## src/rtl/pm_pkg.sv

```systemverilog
// pm_pkg: shared definitions for the instruction sequencer.
//   - 4-bit major opcodes (ir[15:12]) and 8-bit group opcodes (ir[15:8])
//   - sequencer state enum
//   - default reset and interrupt vectors
//   - modulo-4096 PC increment helper
package pm_pkg;

    // Major opcodes, ir[15:12]
    localparam logic [3:0] OP_LDA   = 4'h0;
    localparam logic [3:0] OP_LDB   = 4'h1;
    localparam logic [3:0] OP_STA   = 4'h2;
    localparam logic [3:0] OP_STB   = 4'h3;
    localparam logic [3:0] OP_JMP   = 4'h4;
    localparam logic [3:0] OP_HALT  = 4'h5;
    localparam logic [3:0] OP_GRP   = 4'h7;
    localparam logic [3:0] OP_JSR   = 4'h8;
    localparam logic [3:0] OP_PUSHA = 4'hA;
    localparam logic [3:0] OP_POPA  = 4'hC;
    localparam logic [3:0] OP_RET   = 4'hE;

    // Group opcodes, ir[15:8] when ir[15:12] == 4'h7
    localparam logic [7:0] OP8_ADD  = 8'h71;
    localparam logic [7:0] OP8_AND  = 8'h72;
    localparam logic [7:0] OP8_CLA  = 8'h73;
    localparam logic [7:0] OP8_CLB  = 8'h74;
    localparam logic [7:0] OP8_CMB  = 8'h75;
    localparam logic [7:0] OP8_INCB = 8'h76;
    localparam logic [7:0] OP8_DECB = 8'h77;
    localparam logic [7:0] OP8_CLC  = 8'h78;
    localparam logic [7:0] OP8_CLZ  = 8'h79;
    localparam logic [7:0] OP8_ION  = 8'h7A;
    localparam logic [7:0] OP8_IOF  = 8'h7B;
    localparam logic [7:0] OP8_SC   = 8'h7C;
    localparam logic [7:0] OP8_SZ   = 8'h7D;

    localparam logic [11:0] PM_RESET_VECTOR = 12'h000;
    localparam logic [11:0] PM_ISR_VECTOR   = 12'hF00;

    typedef enum logic [1:0] {
        ST_FETCH  = 2'd0,
        ST_DECODE = 2'd1,
        ST_EXEC   = 2'd2,
        ST_HALT   = 2'd3
    } pm_state_e;

    // 12-bit addition wraps naturally, giving modulo-4096 PC arithmetic.
    function automatic logic [11:0] pc_add(input logic [11:0] pc_val, input logic [11:0] n);
        return pc_val + n;
    endfunction

endpackage

```

## src/rtl/pm_sequencer_if.sv

```systemverilog
// pm_sequencer_if: program-memory bus and execute-unit handshake.
//   pm_address     : sequencer -> program memory address
//   instruction_pm : program memory -> sequencer, combinational data
//   ir, ir_valid   : sequencer -> execute unit, issued instruction
//   ex_done        : execute unit -> sequencer, completion
//   flag_c, flag_z : execute unit -> sequencer, ALU flags for skips
interface pm_sequencer_if;
    logic [11:0] pm_address;
    logic [15:0] instruction_pm;
    logic [15:0] ir;
    logic        ir_valid;
    logic        ex_done;
    logic        flag_c;
    logic        flag_z;

    modport master (
        output pm_address, ir, ir_valid,
        input  instruction_pm, ex_done, flag_c, flag_z
    );

    modport slave (
        input  pm_address, ir, ir_valid,
        output instruction_pm, ex_done, flag_c, flag_z
    );
endinterface

```

## src/rtl/pm_return_stack.sv

```systemverilog
// pm_return_stack: register-file LIFO of 12-bit return addresses.
//   clk, rst_n : clock, asynchronous active-low reset (stack becomes empty)
//   push       : write push_data on top (ignored when full)
//   pop        : discard top entry (ignored when empty)
//   pop_data   : current top entry, combinational
//   full/empty : occupancy status
// push and pop are never requested together.
module pm_return_stack #(
    parameter int DEPTH = 8
) (
    input  logic        clk,
    input  logic        rst_n,
    input  logic        push,
    input  logic        pop,
    input  logic [11:0] push_data,
    output logic [11:0] pop_data,
    output logic        full,
    output logic        empty
);
    localparam int PTR_W = $clog2(DEPTH);

    // Pointer has one extra bit so that a full stack (sp == DEPTH) is distinct from empty.
    logic [PTR_W:0]   sp_q, sp_d;
    logic [PTR_W-1:0] wr_idx, rd_idx;
    logic [11:0]      mem [DEPTH];

    assign wr_idx   = sp_q[PTR_W-1:0];
    assign rd_idx   = wr_idx - PTR_W'(1);
    assign full     = (sp_q == (PTR_W+1)'(DEPTH));
    assign empty    = (sp_q == '0);
    assign pop_data = mem[rd_idx];

    always_comb begin
        sp_d = sp_q;
        if (push && !full) begin
            sp_d = sp_q + (PTR_W+1)'(1);
        end else if (pop && !empty) begin
            sp_d = sp_q - (PTR_W+1)'(1);
        end
    end

    always_ff @(posedge clk or negedge rst_n) begin
        if (!rst_n) begin
            sp_q <= '0;
        end else begin
            sp_q <= sp_d;
        end
    end

    // Storage needs no reset: entries are only read below the stack pointer.
    always_ff @(posedge clk) begin
        if (push && !full) begin
            mem[wr_idx] <= push_data;
        end
    end
endmodule

```

## src/rtl/pm_sequencer.sv

```systemverilog
// pm_sequencer: program counter, fetch and control-flow resolution.
//   clk, rst_n : clock, asynchronous active-low reset
//   bus        : program-memory address/data and execute-unit handshake
//   irq        : level interrupt request, sampled in FETCH
//   ien        : interrupt-enable flag
//   pc         : program counter (also drives bus.pm_address)
//   halted     : sequencer stopped, leaves only through reset
//   stack_err  : sticky return-stack overflow/underflow
// JMP, JSR, RET, HALT, ION, IOF, SC and SZ are resolved here; every other
// opcode is issued to the execute unit and held until ex_done.
module pm_sequencer
    import pm_pkg::*;
#(
    parameter int          STACK_DEPTH  = 8,
    parameter logic [11:0] RESET_VECTOR = PM_RESET_VECTOR,
    parameter logic [11:0] ISR_VECTOR   = PM_ISR_VECTOR
) (
    input  logic          clk,
    input  logic          rst_n,
    pm_sequencer_if.master bus,
    input  logic          irq,
    output logic          ien,
    output logic [11:0]   pc,
    output logic          halted,
    output logic          stack_err
);
    pm_state_e   state_q, state_d;
    logic [11:0] pc_q, pc_d;
    logic [15:0] ir_q, ir_d;
    logic        ir_valid_q, ir_valid_d;
    logic        ien_q, ien_d;
    logic        stack_err_q, stack_err_d;

    logic        stk_push, stk_pop, stk_full, stk_empty;
    logic [11:0] stk_push_data, stk_pop_data;

    logic [3:0]  op4;
    logic [7:0]  op8;
    logic [11:0] target;
    logic [11:0] pc_inc1, pc_inc2;

    assign op4     = ir_q[15:12];
    assign op8     = ir_q[15:8];
    assign target  = ir_q[11:0];
    assign pc_inc1 = pc_add(pc_q, 12'd1);
    assign pc_inc2 = pc_add(pc_q, 12'd2);

    pm_return_stack #(
        .DEPTH (STACK_DEPTH)
    ) u_stack (
        .clk       (clk),
        .rst_n     (rst_n),
        .push      (stk_push),
        .pop       (stk_pop),
        .push_data (stk_push_data),
        .pop_data  (stk_pop_data),
        .full      (stk_full),
        .empty     (stk_empty)
    );

    always_comb begin
        state_d       = state_q;
        pc_d          = pc_q;
        ir_d          = ir_q;
        ir_valid_d    = ir_valid_q;
        ien_d         = ien_q;
        stack_err_d   = stack_err_q;
        stk_push      = 1'b0;
        stk_pop       = 1'b0;
        stk_push_data = pc_inc1;

        case (state_q)
            ST_FETCH: begin
                // Interrupt entry takes a whole cycle and fetches nothing;
                // the next FETCH reads from the ISR vector.
                if (irq && ien_q && !stk_full) begin
                    stk_push      = 1'b1;
                    stk_push_data = pc_q;
                    pc_d          = ISR_VECTOR;
                    ien_d         = 1'b0;
                end else begin
                    ir_d    = bus.instruction_pm;
                    state_d = ST_DECODE;
                end
            end

            ST_DECODE: begin
                state_d = ST_FETCH;
                case (op4)
                    OP_JMP: pc_d = target;
                    OP_JSR: begin
                        if (stk_full) begin
                            stack_err_d = 1'b1;
                            state_d     = ST_HALT;
                        end else begin
                            stk_push = 1'b1;
                            pc_d     = target;
                        end
                    end
                    OP_RET: begin
                        if (stk_empty) begin
                            stack_err_d = 1'b1;
                            state_d     = ST_HALT;
                        end else begin
                            stk_pop = 1'b1;
                            pc_d    = stk_pop_data;
                        end
                    end
                    OP_HALT: state_d = ST_HALT;
                    OP_GRP: begin
                        case (op8)
                            OP8_ION: begin
                                ien_d = 1'b1;
                                pc_d  = pc_inc1;
                            end
                            OP8_IOF: begin
                                ien_d = 1'b0;
                                pc_d  = pc_inc1;
                            end
                            OP8_SC:  pc_d = bus.flag_c ? pc_inc2 : pc_inc1;
                            OP8_SZ:  pc_d = bus.flag_z ? pc_inc2 : pc_inc1;
                            default: begin
                                ir_valid_d = 1'b1;
                                state_d    = ST_EXEC;
                            end
                        endcase
                    end
                    default: begin
                        ir_valid_d = 1'b1;
                        state_d    = ST_EXEC;
                    end
                endcase
            end

            ST_EXEC: begin
                if (bus.ex_done) begin
                    ir_valid_d = 1'b0;
                    pc_d       = pc_inc1;
                    state_d    = ST_FETCH;
                end
            end

            ST_HALT: begin
                state_d = ST_HALT;
            end

            default: state_d = ST_FETCH;
        endcase
    end

    always_ff @(posedge clk or negedge rst_n) begin
        if (!rst_n) begin
            state_q     <= ST_FETCH;
            pc_q        <= RESET_VECTOR;
            ir_q        <= '0;
            ir_valid_q  <= 1'b0;
            ien_q       <= 1'b0;
            stack_err_q <= 1'b0;
        end else begin
            state_q     <= state_d;
            pc_q        <= pc_d;
            ir_q        <= ir_d;
            ir_valid_q  <= ir_valid_d;
            ien_q       <= ien_d;
            stack_err_q <= stack_err_d;
        end
    end

    assign bus.pm_address = pc_q;
    assign bus.ir         = ir_q;
    assign bus.ir_valid   = ir_valid_q;
    assign pc             = pc_q;
    assign ien            = ien_q;
    assign halted         = (state_q == ST_HALT);
    assign stack_err      = stack_err_q;
endmodule

```

## src/flat_wrapper.sv

```systemverilog
// flat-port wrapper written by rule: the top's interface ports become plain ports
module pm_sequencer_flat import pm_pkg::*;
#(
    parameter int          STACK_DEPTH  = 8,
    parameter logic [11:0] RESET_VECTOR = PM_RESET_VECTOR,
    parameter logic [11:0] ISR_VECTOR   = PM_ISR_VECTOR
)
  (clk, rst_n, irq, ien, pc, halted, stack_err, bus_pm_address, bus_ir, bus_ir_valid, bus_instruction_pm, bus_ex_done, bus_flag_c, bus_flag_z);
  pm_sequencer_if bus_i ();
  input  logic clk;
  input  logic rst_n;
  input  logic irq;
  output logic ien;
  output logic [11:0] pc;
  output logic halted;
  output logic stack_err;
  output wire logic [$bits(bus_i.pm_address)-1:0] bus_pm_address;
  output wire logic [$bits(bus_i.ir)-1:0] bus_ir;
  output wire logic [$bits(bus_i.ir_valid)-1:0] bus_ir_valid;
  input wire logic [$bits(bus_i.instruction_pm)-1:0] bus_instruction_pm;
  input wire logic [$bits(bus_i.ex_done)-1:0] bus_ex_done;
  input wire logic [$bits(bus_i.flag_c)-1:0] bus_flag_c;
  input wire logic [$bits(bus_i.flag_z)-1:0] bus_flag_z;
  assign bus_pm_address = bus_i.pm_address;
  assign bus_ir = bus_i.ir;
  assign bus_ir_valid = bus_i.ir_valid;
  assign bus_i.instruction_pm = bus_instruction_pm;
  assign bus_i.ex_done = bus_ex_done;
  assign bus_i.flag_c = bus_flag_c;
  assign bus_i.flag_z = bus_flag_z;
  pm_sequencer #(.STACK_DEPTH(STACK_DEPTH), .RESET_VECTOR(RESET_VECTOR), .ISR_VECTOR(ISR_VECTOR)) u_core (.clk(clk), .rst_n(rst_n), .bus(bus_i), .irq(irq), .ien(ien), .pc(pc), .halted(halted), .stack_err(stack_err));
endmodule
```

## config.mk

```make
export PLATFORM = sky130hd
export DESIGN_NAME = pm_sequencer_flat
export DESIGN_NICKNAME = d
export VERILOG_FILES = /design/src/rtl/pm_pkg.sv /design/src/rtl/pm_sequencer_if.sv /design/src/rtl/pm_return_stack.sv /design/src/rtl/pm_sequencer.sv /design/src/flat_wrapper.sv
export SDC_FILE = /design/constraint.sdc
export NUM_CORES = 1
export LEC_CHECK = 0
export CAP_MARGIN = 40
export CORE_UTILIZATION = 60
export CTS_BUF_LIST = sky130_fd_sc_hd__clkbuf_8
export CTS_CLUSTER_DIAMETER = 50
export DETAILED_ROUTE_END_ITERATION = 7
export PLACE_DENSITY = 0.91
export SLEW_MARGIN = 20
export SYNTH_ARGS = -nofsm -noshare
export SYNTH_HDL_FRONTEND = slang
export SYNTH_SLANG_ARGS = --single-unit
export TNS_END_PERCENT = 1
```

## constraint.sdc

```tcl
create_clock -name clk -period 9.6 [get_ports clk]
set_input_delay 0.96 -clock clk [delete_from_list [all_inputs] [get_ports clk]]
set_output_delay 0.96 -clock clk [all_outputs]
set_load 0.05 [all_outputs]
```

==> flow_summary.yaml, run 1 <==
die:
  core_um2: 10500
  placement_rows: 37
  initial_utilization: 0.627
  die_h_um: 107
  num_io_pins: 66
  dieArea_um2: 11400
  die_w_um: 107
cts:
  numCtsBuffers: 17
  cts_tree: "built"
  htreeDepth: 4
  clk_pin_slew_ns: 0.08
  holdBufCountCts: 0
  cts_max_path_buffers: 2
  clock_latency_ns: 0.43
  cts-root-buf: "clkbuf_8"
  post-cts-setup-buffers: 0
  clock-sinks: 133
  cts_resized: 0
synthesis:
  synth_compound_area_frac: 0.105
  synthArstFlopShare: 0.278
  yosysSeqAreaShare: 0.580
  synth_edf_count: 96
  yosysTopAreaCell: "edfxtp_1"
  synth.area.mux_share: 0.109
  synthAdderAreaFrac: 0.0202
  ys_types: 68
  syn_area_per_cell_um2: 13.0
  synthesis.nets: 537
  synth_top_family_by_area: "simple AND/OR/NAND/NOR gates"
  synth_xor_area_frac: 0.0278
  synthTopCellsByArea: "edfxtp_1 (44%), dfrtp_1 (14%), mux4_2 (6.2%)"
  synth.top_cell.area_share: 0.439
  ys_ff_latch: 133
  synth_warnings: 0
  yosys_most_used_dff: "edfxtp_1"
  syn_area_um2: 6560
  syn_inst: 505
  yosys.area_share.simple: 0.110
timing:
  timing.final.crit_share: 0.365
  fin_skew_ns: 0.0105
  final-setup-viol-count: 0
  slew_headroom: 0.483
  setup_tns_ns: 0
  max_slew.worst_pin.slew_ns: 0.770
  rsz0062_at_grt: "no"
  hold_violations: 0
  drv_slew: 0
  setup_ws_ns: 6.09
  fin_crit_ns: 3.51
  max_freq_mhz: 285
place:
  detailed_place_hpwl_um: 10700
  post-place-ws_ns: 6.03
  place_congestion: 0.933
  io_buffers: 65
critical_path:
  startpoint_type: "flop"
  path_cells: "buf_4 -> inv_1 -> ha_1 -> nand3b_1 -> and4_1 -> a41oi_2 -> nand2b_1 -> nor2_1 -> buf_6"
  crit_path_end_kind: "flop"
  r2r-start: "u_core.u_stack.sp_q[0]"
  cp_slowest_cell: "nor2_1"
  r2r_slack_ns: 6.09
  r2r_end: "u_core.u_stack.mem[7][6]"
  critPathMaxStageDelay_ns: 0.54
  r2r_cells: 9
  cp_data_arrival_time_ns: 3.66
  crit_path_start: "u_core.u_stack.sp_q[0]"
  required_ns: 9.75
  crit_fanout: 36
  crit_type: "flop to flop"
global_routing:
  met2_usage: 0.476
  grt_max_degree: 37
  grtUsageTotal: 0.296
  grtUsageMet1: 0.394
  grt_pass1_wl_um: 24700
  grtUsageMet3: 0.0626
  top_usage_layer: "met2"
  first_global_vias: 4527
  antenna_found_initial: 0
  overflow: 0
cells_and_area:
  fill_cells: 654
  drive_gt1_frac: 0.166
  utilization: 0.731
  antenna_cells: 0
  area_delta_synth_final_pct: 16.5
  nets: 600
pwr:
  peakVddDrop_v: 0.000213
  power.leakage_nw: 2.75
  power.total_w: 0.00269
  power_density_nw_per_um2: 351
route:
  avgViaCountPerCell: 6.53
  wl_per_cell_um: 22.3
  drtIter0Drc: 434
  detail-route-antenna-nets: 0
  drc: 4
  num_vias: 4675
  firstDrtPassIters: 8
  totalWireLength_um: 16000
min_path:
  hp-class: "primary input to async pin"
run_status:
  status: "complete, but fails checks"
  violations: "DRC"
run:
  cap_violations: 0
-- through the flow --
| stage | cells | hold slack [ns] | cell area (µm²) |
|---|---|---|---|
| after CTS | 714 | 0.442 | 7620 |
| after detailed placement | 683 | 0.448 | 7270 |
| final | 716 | 0.443 | 7650 |
| after global placement | 677 | 0.445 | 7200 |
| after global routing | 716 | 0.459 | 7650 |
| after floorplan | 505 | 0.524 | 6560 |
-- worst max-delay path by stage --
stage                                           to  slack (ns)  cells after the start
final                     u_core.u_stack.mem[7][6]        6.09                      9
after global routing      u_core.u_stack.mem[7][6]        5.82                      9
after CTS                 u_core.bus.pm_address[5]        6.00                      9
after detailed placement  u_core.bus.pm_address[5]        6.03                      9
after global placement    u_core.u_stack.mem[1][6]        5.85                      6
after floorplan           u_core.u_stack.mem[0][0]        5.70                     10
-- Yosys cell counts, drive strengths merged (2+ instances only) --
library cell  count
and2              2
edfxtp           96
clkbuf           14
buf              24
a22o              2
nand2            51
mux4             18
a21o              4
ha                9
a22oi             4
inv              12
a221o             4
a31oi            14
o21ai            26
and3              4
mux2i            12
o211ai            3
nand2b            3
nor2             29
a2111oi           6
mux2             17
a21oi            18
nor3b             3
o2bb2ai           2
xor2              9
nand3            13
nor4              6
nor2b            10
nand3b            4
nor3              9
and4              2
xnor2            11
o21bai            2
dfrtp            37
-- cells by family after synthesis --
| group | after synthesis |
|---|---|
| AOI/OAI and AO/OA | 101 |
| xor gates and xnor gates | 20 |
| adders and majority gates | 10 |
| buffers and inverters | 50 |
| DFF | 133 |
| muxes | 47 |
| and+or+nand+nor | 144 |
-- critical path: cells and delay by family (launching register included) --
kind                       cells  cell delay [ns]
AOI/OAI and AO/OA              1             0.18
adders and majority gates      1             0.35
buffers and inverters          3             0.90
DFF                            1             0.33
and+or+nand+nor                4             1.44
-- registers in the layout, indices dropped and copies added (netlist names) --
signal and flops:
u_core.bus.ir 16, u_core.bus.ir_valid 1, u_core.bus.pm_address 12, u_core.ien 1, u_core.stack_err 1, u_core.state_q 2, u_core.u_stack.mem 96, u_core.u_stack.sp_q 4
-- layer usage --
| layer | share of wire | up-vias |
|---|---|---|
| met5 | 0 | - |
| met4 | 0.028 | 0 |
| met3 | 0.099 | 47 |
| met2 | 0.49 | 307 |
| met1 | 0.38 | 2284 |
| li1 | - | 2037 |
-- report_power, final --
part | internal, W | switching [W] | leakage, nW
Combinational | 0.000529 | 0.000860 | 1.24
Sequential | 0.000746 | 0.000129 | 1.32
Clock | 0.000185 | 0.000237 | 0.177
Total | 0.00146 | 0.00123 | 2.75
-- cell usage in the layout (no fill, tap or decap), drive strengths merged, types with 5 or more instances in the layout --
master          n
clkdlybuf4s50  64
nand2          51
nand3          13
a21oi          18
mux2i          12
buf            18
o21ai          26
clkinv          5
xor2            9
nor3            9
dfrtp          37
a31oi          14
inv            19
mux2           17
a2111oi         6
nor2           29
xnor2          11
clkbuf         17
nor2b          10
edfxtp         96
nor4            6
mux4           18
ha              9
-- area by class of cell --
cell class / count / area [µm²] / area share
clock buffer: 17 / 234 / 0.0306
clock inverter: 14 / 119 / 0.0155
inverter: 12 / 45.0 / 0.00589
multi-input combinational: 322 / 2460 / 0.322
sequential: 133 / 3810 / 0.498
tap: 136 / 170 / 0.0223
timing repair buffer: 82 / 810 / 0.106
Power figures use the tool's default switching activity.
==> run 2: changes to the inputs <==
--- a/config.mk
+++ b/config.mk
@@ -6,11 +6,11 @@
 export NUM_CORES = 1
 export LEC_CHECK = 0
 export CAP_MARGIN = 40
-export CORE_UTILIZATION = 60
+export CORE_UTILIZATION = 59
 export CTS_BUF_LIST = sky130_fd_sc_hd__clkbuf_8
 export CTS_CLUSTER_DIAMETER = 50
 export DETAILED_ROUTE_END_ITERATION = 7
-export PLACE_DENSITY = 0.91
+export PLACE_DENSITY = 0.9
 export SLEW_MARGIN = 20
 export SYNTH_ARGS = -nofsm -noshare
 export SYNTH_HDL_FRONTEND = slang
==> constraint.sdc (replaced) <==
create_clock -name clk -period 3.5 [get_ports clk]
set_input_delay 0.35 -clock clk [delete_from_list [all_inputs] [get_ports clk]]
set_output_delay 0.35 -clock clk [all_outputs]
set_load 0.05 [all_outputs]
==> flow_summary.yaml, run 2 (synthesis results as in run 1) <==
cells_and_area:
  drive_gt1_frac: 0.171
  antenna_cells: 0
  finalNonFillerCells: 726
  layout_common_cells: "edfxtp_1 (96), clkdlybuf4s50_1 (64), nand2_1 (51)"
  final_common_cell: "edfxtp_1"
  area_delta_synth_final_pct: 18.0
  largest_register_ffs: 96
  regMostFlops: "u_core.u_stack.mem"
  nets: 606
  design_area_um2: 7750
critical_path:
  crit_type: "flop to flop"
  required_ns: 3.85
  r2r_cells: 10
  startpoint_type: "flop"
  r2r_end: "u_core.u_stack.sp_q[3]"
  r2r-start: "u_core.u_stack.sp_q[1]"
  crit_path_end_kind: "flop"
  crit_path_start: "u_core.u_stack.sp_q[1]"
  cp_data_arrival_time_ns: 3.48
  r2r_slack_ns: 0.37
  crit_fanout: 11
cts:
  clk_pin_slew_ns: 0.08
  clock_latency_ns: 0.44
  cts_resized: 0
  numCtsBuffers: 17
  clock-sinks: 133
  cts-root-buf: "clkbuf_8"
  cts_tree: "built"
  cts_max_path_buffers: 2
  htreeDepth: 4
timing:
  max_slew.worst_pin.slew_ns: 0.791
  final-setup-viol-count: 0
  rsz0062_at_grt: "no"
  max_freq_mhz: 320
  drv_slew: 0
  hold_violations: 0
  fin_skew_ns: 0.0117
  fin_crit_ns: 3.13
  timing.final.crit_share: 0.894
  slew_headroom: 0.469
  setup_ws_ns: 0.372
route:
  wl_per_cell_um: 21.9
  totalWireLength_um: 15900
  drtIter0Drc: 506
  drc: 0
  detail-route-antenna-nets: 0
  num_vias: 4710
  avgViaCountPerCell: 6.49
  firstDrtPassIters: 5
place:
  place_area_um2: 7310
  io_buffers: 65
  place_inst: 693
  place_congestion: 0.893
  post-place-ws_ns: 0.411
  detailed_place_hpwl_um: 10900
pwr:
  power.leakage_nw: 2.80
  peakVddDrop_v: 0.000647
  power_density_nw_per_um2: 978
die:
  placement_rows: 38
  core_um2: 10800
  die_w_um: 107
  dieArea_um2: 11600
  num_io_pins: 66
  die_h_um: 107
  initial_utilization: 0.605
global_routing:
  grt_pass1_wl_um: 24600
  antenna_found_initial: 0
  grtUsageTotal: 0.293
  overflow: 0
  grt_max_degree: 36
  first_global_vias: 4549
run:
  cap_violations: 0
min_path:
  hp-class: "primary input to async pin"
run_status:
  status: "finished, final reports clean"
==> run 2: cell count changes in the layout (fill, tap and decap cells not counted), sizes merged <==
cell | previous run | this run
buf | 18 | 23
clkinvlp | 2 | 1
inv | 19 | 13
bufinv | 0 | 4
dlygate4sd3 | 0 | 1
clkinv | 5 | 8
==> run 2: cell type report <==
type | instances | area [µm²]
clock buffers | 17 | 234
clock inverters | 14 | 185
fillers | 750 | 3090
inverters | 12 | 45.0
multi-input cells | 322 | 2460
flip-flops and latches | 133 | 3810
well taps | 140 | 175
repair buffers | 88 | 837
==> run 2: stage by stage <==
| stage | utilization | hold WS, ns | setup TNS, ns | power [W] |
|---|---|---|---|---|
| finish | 0.715 | 0.293 | 0 | 0.00758 |
| global route | 0.715 | 0.299 | 0 | 0.00794 |
| CTS | 0.714 | 0.277 | 0 | 0.00753 |
| detailed placement | 0.674 | 0.218 | 0 | 0.00617 |
| global placement | 0.672 | 0.449 | 0 | 0.00603 |
| floorplan | - | 0.0544 | -24.46 | 0.00512 |
==> run 2: how the worst max path moves through the flow <==
stage | to | slack [ns] | depth (start not counted)
after global routing | u_core.u_stack.sp_q[3] | 0.16 | 10
after detailed placement | u_core.u_stack.sp_q[3] | 0.41 | 10
after global placement | u_core.u_stack.sp_q[3] | 0.62 | 10
after CTS | u_core.u_stack.sp_q[3] | 0.40 | 10
after floorplan | u_core.u_stack.mem[0][0] | -0.40 | 10
final | u_core.u_stack.sp_q[3] | 0.37 | 10
==> run 2: timing repair <==
action / CTS / global route
hold buffers: 1 / 0
setup buffers: 0 / 0
endpoints found under the hold margin: 7 / 0
==> run 2: per-layer routing <==
metal,track usage,vias up,wire [µm]
met5,0,-,0
met1,0.383,2342,6340
li1,-,2058,-
met3,0.0581,37,1200
met2,0.486,273,8010
met4,0.114,0,371
==> run 2: where the power goes <==
part / internal [W] / switching, W / total, W
Sequential: 0.00205 / 0.000357 / 0.00240
Clock: 0.000768 / 0.000592 / 0.00136
Combinational: 0.00147 / 0.00234 / 0.00381
==> run 2: critical path: stages, from the launching register on <==
cell and delay, ns:
dfrtp_1 0.49, inv_1 0.19, ha_1 0.34, nand3b_1 0.21, and4_1 0.35, a41oi_2 0.56
ha_1 0.35, a21o_1 0.17, a21oi_1 0.19, nor2_1 0.08, a21oi_1 0.12
